<file path="config.mk">
export PLATFORM = sky130hd
export DESIGN_NAME = segasys1_snd_cmd_queue
export DESIGN_NICKNAME = d
export VERILOG_FILES = /design/src/rtl/segasys1_snd_cmd_queue.sv
export SDC_FILE = /design/constraint.sdc
export NUM_CORES = 1
export LEC_CHECK = 0
export ABC_AREA = 1
export BUFFER_PORTS_ARGS = -buffer_cell sky130_fd_sc_hd__buf_2
export CORE_MARGIN = 2
export CORE_UTILIZATION = 50
export DETAILED_ROUTE_END_ITERATION = 8
export GPL_ROUTABILITY_DRIVEN = 0
export GPL_TIMING_DRIVEN = 0
export PLACE_DENSITY = 0.75
export SETUP_SLACK_MARGIN = 0.3
export SYNTH_ARGS = -nofsm -noshare
export SYNTH_HDL_FRONTEND = slang
export SYNTH_SLANG_ARGS = --single-unit
</file>
<file path="constraint.sdc">
create_clock -name clk -period 3.1 [get_ports clk]
set_input_delay 0.62 -clock clk [delete_from_list [all_inputs] [get_ports clk]]
set_output_delay 0.62 -clock clk [all_outputs]
set_load 0.02 [all_outputs]
</file>
<file path="src/rtl/segasys1_snd_cmd_queue.sv">
// ---------------------------------------------------------------------------
// segasys1_snd_cmd_queue
//
// Sound-command front end for the SEGA System 1 sound CPU. Commands strobed
// by the main CPU are queued in a small FIFO and presented one at a time on
// comlatch. Each presentation raises an NMI to the sound Z80. The command is
// retired when the Z80 reads the latch. The block also generates the
// periodic sound-CPU IRQ.
//
// Ports
//   clk          sound clock (4 MHz nominal)
//   reset_n      asynchronous reset, active low
//   sndno        command byte from the main CPU
//   sndstart     command strobe; each rising edge pushes sndno
//   com_rd       one-cycle pulse when the Z80 reads the command latch
//   cpu_irq      periodic IRQ request to the sound Z80
//   cpu_irqa     IRQ acknowledge
//   cpu_nmi      NMI request, raised on each presented command
//   cpu_nmia     NMI acknowledge
//   comlatch     command currently presented to the Z80
//   cmd_pending  comlatch holds a command that has not been read yet
//   fifo_count   entries waiting in the FIFO (the presented one excluded)
//   overflow     sticky flag: a push was dropped because the FIFO was full
//   ovf_clr      clears overflow
// ---------------------------------------------------------------------------
module segasys1_snd_cmd_queue #(
  parameter int DW         = 8,
  parameter int DEPTH      = 4,
  parameter int IRQ_PERIOD = 16667,
  parameter bit IRQ_EN     = 1'b1,
  parameter bit NMI_MODE   = 1'b0,
  localparam int AW        = $clog2(DEPTH),
  localparam int CW        = $clog2(DEPTH) + 1
) (
  input  logic          clk,
  input  logic          reset_n,
  input  logic [DW-1:0] sndno,
  input  logic          sndstart,
  input  logic          com_rd,
  output logic          cpu_irq,
  input  logic          cpu_irqa,
  output logic          cpu_nmi,
  input  logic          cpu_nmia,
  output logic [DW-1:0] comlatch,
  output logic          cmd_pending,
  output logic [CW-1:0] fifo_count,
  output logic          overflow,
  input  logic          ovf_clr
);

  localparam int IW = (IRQ_PERIOD > 1) ? $clog2(IRQ_PERIOD) : 1;
  localparam logic [IW-1:0] IRQ_LAST = IW'(IRQ_PERIOD - 1);

  typedef enum logic {
    S_IDLE,
    S_WAIT
  } state_t;

  // -------------------------------------------------------------------------
  // Registers
  // -------------------------------------------------------------------------
  logic          prev_q;
  logic [AW-1:0] wr_ptr_q, wr_ptr_d;
  logic [AW-1:0] rd_ptr_q, rd_ptr_d;
  logic [CW-1:0] count_q,  count_d;
  state_t        state_q;
  logic [DW-1:0] latch_q;
  logic          pending_q;
  logic          nmi_q;
  logic          irq_q;
  logic [IW-1:0] cnt_q;
  logic          ovf_q;
  logic [DW-1:0] mem_q [DEPTH];

  // -------------------------------------------------------------------------
  // Push / pop decode
  // -------------------------------------------------------------------------
  logic push, pop, accept, drop;

  assign push   = sndstart & ~prev_q;
  assign pop    = (state_q == S_IDLE) && (count_q != '0);
  // A full FIFO still takes a push when the head leaves in the same cycle.
  assign accept = push && ((count_q < CW'(DEPTH)) || pop);
  assign drop   = push && !accept;

  // NOTE: every variable assigned in always_comb gets a default first, so
  // no path through the block can leave it unassigned and infer a latch.
  always_comb begin
    wr_ptr_d = wr_ptr_q;
    rd_ptr_d = rd_ptr_q;
    count_d  = count_q;
    if (accept) wr_ptr_d = wr_ptr_q + AW'(1);
    if (pop)    rd_ptr_d = rd_ptr_q + AW'(1);
    case ({accept, pop})
      2'b10:   count_d = count_q + CW'(1);
      2'b01:   count_d = count_q - CW'(1);
      default: count_d = count_q;
    endcase
  end

  // NOTE: sequential state uses non-blocking assignments only, so every
  // flop samples the values from before the edge regardless of block order.
  always_ff @(posedge clk or negedge reset_n) begin
    if (!reset_n) begin
      prev_q   <= 1'b0;
      wr_ptr_q <= '0;
      rd_ptr_q <= '0;
      count_q  <= '0;
    end else begin
      prev_q   <= sndstart;
      wr_ptr_q <= wr_ptr_d;
      rd_ptr_q <= rd_ptr_d;
      count_q  <= count_d;
    end
  end

  // NOTE: the storage array is deliberately not reset; occupancy is tracked
  // by the pointers and count, so stale contents are never presented.
  always_ff @(posedge clk) begin
    if (accept) mem_q[wr_ptr_q] <= sndno;
  end

  // -------------------------------------------------------------------------
  // Presentation FSM with registered latch, pending and NMI
  // -------------------------------------------------------------------------
  always_ff @(posedge clk or negedge reset_n) begin
    if (!reset_n) begin
      state_q   <= S_IDLE;
      latch_q   <= '0;
      pending_q <= 1'b0;
      nmi_q     <= 1'b0;
    end else begin
      // Acknowledge first so that a new presentation below overrides it.
      if (cpu_nmia) nmi_q <= 1'b0;
      case (state_q)
        S_IDLE: begin
          if (pop) begin
            latch_q   <= mem_q[rd_ptr_q];
            pending_q <= 1'b1;
            if (!NMI_MODE) nmi_q <= 1'b1;
            state_q   <= S_WAIT;
          end
        end
        S_WAIT: begin
          // comlatch keeps the last command after it has been read.
          if (com_rd) begin
            pending_q <= 1'b0;
            state_q   <= S_IDLE;
          end
        end
        default: state_q <= S_IDLE;
      endcase
    end
  end

  // -------------------------------------------------------------------------
  // Periodic IRQ and sticky overflow
  // -------------------------------------------------------------------------
  always_ff @(posedge clk or negedge reset_n) begin
    if (!reset_n) begin
      cnt_q <= '0;
      irq_q <= 1'b0;
      ovf_q <= 1'b0;
    end else begin
      // The counter free-runs; acknowledges never disturb its phase.
      if (cnt_q == IRQ_LAST) cnt_q <= '0;
      else                   cnt_q <= cnt_q + IW'(1);

      if ((cnt_q == IRQ_LAST) && IRQ_EN) irq_q <= 1'b1;
      else if (cpu_irqa)                 irq_q <= 1'b0;

      if (drop)         ovf_q <= 1'b1;
      else if (ovf_clr) ovf_q <= 1'b0;
    end
  end

  assign cpu_irq     = irq_q;
  assign cpu_nmi     = nmi_q;
  assign comlatch    = latch_q;
  assign cmd_pending = pending_q;
  assign fifo_count  = count_q;
  assign overflow    = ovf_q;

endmodule
</file>
== Yosys cells after proc, flatten, opt, wreduce, memory -nomap -nowiden ==
Memory sizes are Yosys's and may differ from the RTL's. A register that Yosys moved wholly into a read port is not among the register bits.
Cells that the tools add are included.
Word-level totals
  register bits after elaboration: 28
  bits in writable memories: 32
  bits of input ports: 15
  output and inout port bits: 15
  logic and storage cells: 54
  memories: 1
Operators by class
  add/sub/neg operators: 5
  order comparisons: 1
  equality and inequality tests: 5
  muxes and demuxes: 17
  bitwise operators: 3
  reduce and logical (&&, ||, !) cells: 12
Memory list
  mem_q: words 4, bits a word 8, read ports 1, clocked after Yosys merged registers in 1, wr ports 1, RTL line 73  | logic [DW-1:0] mem_q [DEPTH];
Operators by type and width (count)
  $add 15x1->15 const B: 1
  $eq 15x15->1 const B: 1
  $mux 15: 1
  $mux 1: 13
  $pmux 3 s2: 1
  $reduce_bool 2->1: 3
  $add 2x1->2 const B: 2
  $ne 2x2->1 const B: 2
  $pmux 1 s2: 2
  $reduce_and 2->1: 2
  $add 3x1->3 const B: 1
  $logic_and 1x1->1: 3
  $lt 3x3->1 const B: 1
  $reduce_bool 3->1: 1
  $sub 3x1->3 const B: 1
  $eq 2x1->1 const B: 1
  $eq 2x2->1 const B: 1
  $logic_not 1->1: 2
  $not 1->1: 2
  $and 1x1->1: 1
  $logic_or 1x1->1: 1

== Logic depth before layout (Yosys ltp) ==
  depth in word-level cells: 7
  depth in mapped cells: 11
  gate-level depth less buffers: 10

== Worst setup path before layout ==
No wires, ideal clock.
  path kind: flip-flop to flip-flop
  from: register count_q[0] (netlist: fifo_count[0])
  to: register count_q[2] (netlist: fifo_count[2])
  setup time: 131 ps
  data arrival time: 1827 ps
  slack: 1142 ps
  stages on the path, launching flop included: 12
  path buffers: 1
  clock period less this slack: 1958 ps
  cells stage by stage: dfrtp_1 inv_2 nand3_1 nand2_1 inv_1 buf_6 ha_1 inv_1 fa_1 a21oi_1 o21ai_0 xor2_1
On the way
  cells in the longest elaborated chain, start to end: 6
  elaborated cells on any way between the ends: 11
  classes of those cells: add/sub (2); order compare (1); eq/ne (2); mux (1); reduce/logical (5)
RTL lines
  start, declared: RTL line 65  | logic [CW-1:0] count_q, count_d;
  start signal, assigned: RTL line 113  | count_q <= count_d;
  $reduce_bool 3->1 *: RTL line 81  | assign pop = (state_q == S_IDLE) && (count_q != '0);
  $logic_and 1x1->1 *: RTL line 81
  net pop: RTL line 78  | logic push, pop, accept, drop;
  $logic_or 1x1->1: RTL line 83  | assign accept = push && ((count_q < CW'(DEPTH)) || pop);
  $logic_and 1x1->1: RTL line 83
  $eq 2x1->1 / $eq 2x2->1 (equally long branches): RTL line 94  | case ({accept, pop})
  $pmux 3 s2 / $reduce_bool 2->1 (equally long branches)
The timed path passes the listed nets; every way through them passes the cells marked *.
A chain may end at the register's enable or synchronous reset.

== Worst setup path after layout ==
Same ends and word-level chain as after synthesis.

==> impl_summary.log <==
INFO  metric worst-endpoint-required = 3320 ps
INFO  metric ctsRootBufferMaster = clkbuf_8
INFO  metric crit_path_capture_type = register
INFO  metric std_cell_rows = 28
INFO  metric worstSetupPathType = reg2reg
INFO  metric place_ws = 1020 ps
INFO  metric synthesized_flop_and_latch_total = 68
INFO  metric vias_in_the_first_global_route = 1994
INFO  metric syn_nets = 312
INFO  metric count_of_tritonroute_iterations_in_the_first_routing_pass = 4
INFO  metric p_leak = 0.00150 µW
INFO  metric finalSetupViolCount = 0
INFO  metric synth.cell_area = 0.00298 mm²
INFO  metric share_of_synthesized_area_occupied_by_flip_flops_and_latches = 0.625
INFO  metric floorplan.initialDensity = 0.509
INFO  metric synth_warnings = 0
INFO  metric finalPower = 2940 µW
INFO  metric top_cell_types_by_occurrence_after_synthesis = nor2_1, dfrtp_1, edfxtp_1
INFO  metric hold_vio_cnt_final = 0
INFO  metric port-buffer-count = 29
INFO  metric synth_enable_flop_cells = 32
INFO  metric power_per_cell_area = 858 mW/mm²
INFO  metric drt_iter0_markers = 98
INFO  metric core_area = 0.00585 mm²
INFO  metric yosys.area.top_type_share = 0.323
INFO  metric timing.critical_path.fanout_max = 10
INFO  metric syn_to_final_growth = 14.9%
INFO  metric average_instance_area_after_synthesis = 10.3 µm²
INFO  metric post_drt_via_cell_ratio = 4.91
INFO  metric num_antenna_cells = 0
INFO  metric y_dimension_of_the_die = 81.2 µm
INFO  metric cts-htree-levels = 3
INFO  metric total_neg_setup_slack = 0 ps
INFO  metric ff_latch_area = 0.00186 mm²
INFO  metric cts-buffers-inserted = 9
INFO  metric async_set_or_reset_register_ratio_after_synthesis = 0.529
INFO  metric slew_headroom = 0.458
INFO  metric min_period_over_period = 0.655
INFO  metric worst_pin_slew = 810 ps
INFO  metric grt_pass1_wl = 9010 µm
INFO  metric synth_flop_cell = dfrtp_1
INFO  metric drt_drc_violations_left = 0
INFO  metric ff2ff_setup_slack = 1070 ps
INFO  metric placed_area = 0.00322 mm²
INFO  metric vdd_ir_drop_max = 0.496 mV
INFO  metric via_count = 2010
INFO  metric startpoint_type = register
INFO  metric drv.max_cap_violation_count = 0
INFO  metric fin_ws = 1070 ps
INFO  metric post_route_skew = 8.79 ps
INFO  metric ctsResizeCount = 0
INFO  metric grt_setup_unrepaired = false
INFO  metric cts_stage_hold_buffer_count = 0
INFO  metric clk_path_buf_depth = 2
INFO  metric globalRouteOverflowTotal = 0
INFO  metric wire_per_inst = 13.4 µm
INFO  metric critPathArrivalTime = 2260 ps
INFO  metric final_max_slew_viol_count = 0
INFO  metric syn-instance-count = 289
INFO  metric grt_start_max_net_pins = 37
INFO  metric layout-drive-gt1-share = 0.198
INFO  metric num-fill-cells = 478
INFO  metric layout.cell_area.non_filler = 0.00342 mm²
INFO  metric chipWidth = 81.2 µm
INFO  metric register_clock_pin_slew_on_the_reported_worst_setup_and_hold_paths = 80 ps
INFO  metric globalRouteTotalUtil = 0.192
INFO  metric cts_num_sinks = 68
INFO  metric synth.top_cells.by_area = edfxtp_1, dfrtp_1, nor2_1
INFO  metric synth_cell_type_count = 25
INFO  metric antenna_left = 0
INFO  metric routed_wirelength = 5480 µm
INFO  metric run_status = complete, no violations
INFO  metric multi_input_area = 930 µm²
INFO  metric final_net_count = 352
INFO  metric grt_antenna_before_repair = 0
INFO  metric top_level_ports = 30
INFO  metric max_freq = 0.492 GHz
INFO  metric synth.most_common_cell = nor2_1
INFO  metric final_critical_period = 2030 ps
INFO  metric floorplan.die_area = 0.00659 mm²
INFO  metric classification_of_the_worst_slack_hold_path = in2async
INFO  metric post_cts_buffers = 0
INFO  metric insertion_delay = 350 ps
INFO  metric detailed_place_hpwl = 3670 µm
INFO  metric cts_tree = built
INFO  metric synth_top_area_cell = edfxtp_1
[critical path, stage by stage, from the launching register on]
cell	delay, ps
dfrtp_1	390
inv_2	60
nand3_1	80
nand2_1	100
inv_1	100
buf_6	160
ha_1	150
inv_1	60
fa_1	370
a21oi_1	150
o21ai_0	130
xor2_1	160
[power by group]
group / switching (µW) / internal [µW] / leakage [µW]
clock: 372 / 382 / 0.0000973
combinational: 621 / 345 / 0.000676
sequential: 95.8 / 1120 / 0.000728
total: 1090 / 1850 / 0.00150
[registers in the layout, summed over array words and instances, names as in the netlist, 2 cells and up]
| register | count |
|---|---|
| comlatch | 8 |
| mem_q | 32 |
| wr_ptr_q | 2 |
| fifo_count | 3 |
| cnt_q | 15 |
| rd_ptr_q | 2 |
[cell type report]
type / instances / area share
tap: 75 / 0.0274
inverter: 35 / 0.0391
sequential: 68 / 0.544
multi-input combinational: 180 / 0.272
buffer: 6 / 0.0157
timing repair buffer: 29 / 0.0424
clock buffer: 9 / 0.0362
clock inverter: 7 / 0.0234
[through the flow]
step,hold slack [ps],instances,util
2_1_floorplan,324,289,-
3_3_place_gp,469,393,0.550
3_5_place_dp,491,393,0.550
4_1_cts,382,409,0.585
5_1_grt,405,409,0.585
6_report,361,409,0.585
[layer usage]
layer	wire length, µm	part of all wire	track usage	up-vias
li1	-	-	-	1011
met1	2380	0.43	0.227	952
met2	2780	0.51	0.328	37
met3	202	0.037	0.0400	10
met4	112	0.020	0.105	0
met5	0	0	0	-
[path summary, 6_finish.rpt]
kind | end | startpoint | cells after the start
worst max-delay path | fifo_count[2]$_DFFE_PN0P_ | fifo_count[0]$_DFFE_PN0P_ | 11
worst min-delay path | cpu_irq$_DFFE_PN0P_ | reset_n | 1
worst max register to register | fifo_count[2]$_DFFE_PN0P_ | fifo_count[0]$_DFFE_PN0P_ | 11
worst min register to register | cmd_pending$_DFFE_PN0P_ | state_q$_DFF_PN0_ | 1
max in group asynchronous | comlatch[0]$_DFFE_PN0P_ | reset_n | 1
min in group clk | prev_q$_DFF_PN0_ | sndstart | 1
[cell usage in the layout (no fill, tap or decap), types with 2 or more instances in the layout]
cell type	count
nand4_1	5
nand3_2	2
nand2_1	28
buf_2	30
nand2_2	2
nor2_4	3
xnor2_1	2
nand3_1	10
buf_4	2
clkbuf_8	9
inv_2	3
a21oi_1	11
o21ai_0	21
dfrtp_1	36
xor2_1	9
nor2_2	3
clkinvlp_4	2
ha_1	7
inv_1	31
inv_6	4
buf_6	3
edfxtp_1	32
nor2_1	73
[cells by family after synthesis]
family,after synthesis,share of synthesized area
AOI/OAI and AO/OA,34,0.0588
xor gates and xnor gates,11,0.0323
adders and majority gates,8,0.0361
buffers and inverters,41,0.0630
DFF,68,0.625
and+or+nand+nor,127,0.185
(Power assumes the default switching activity.)
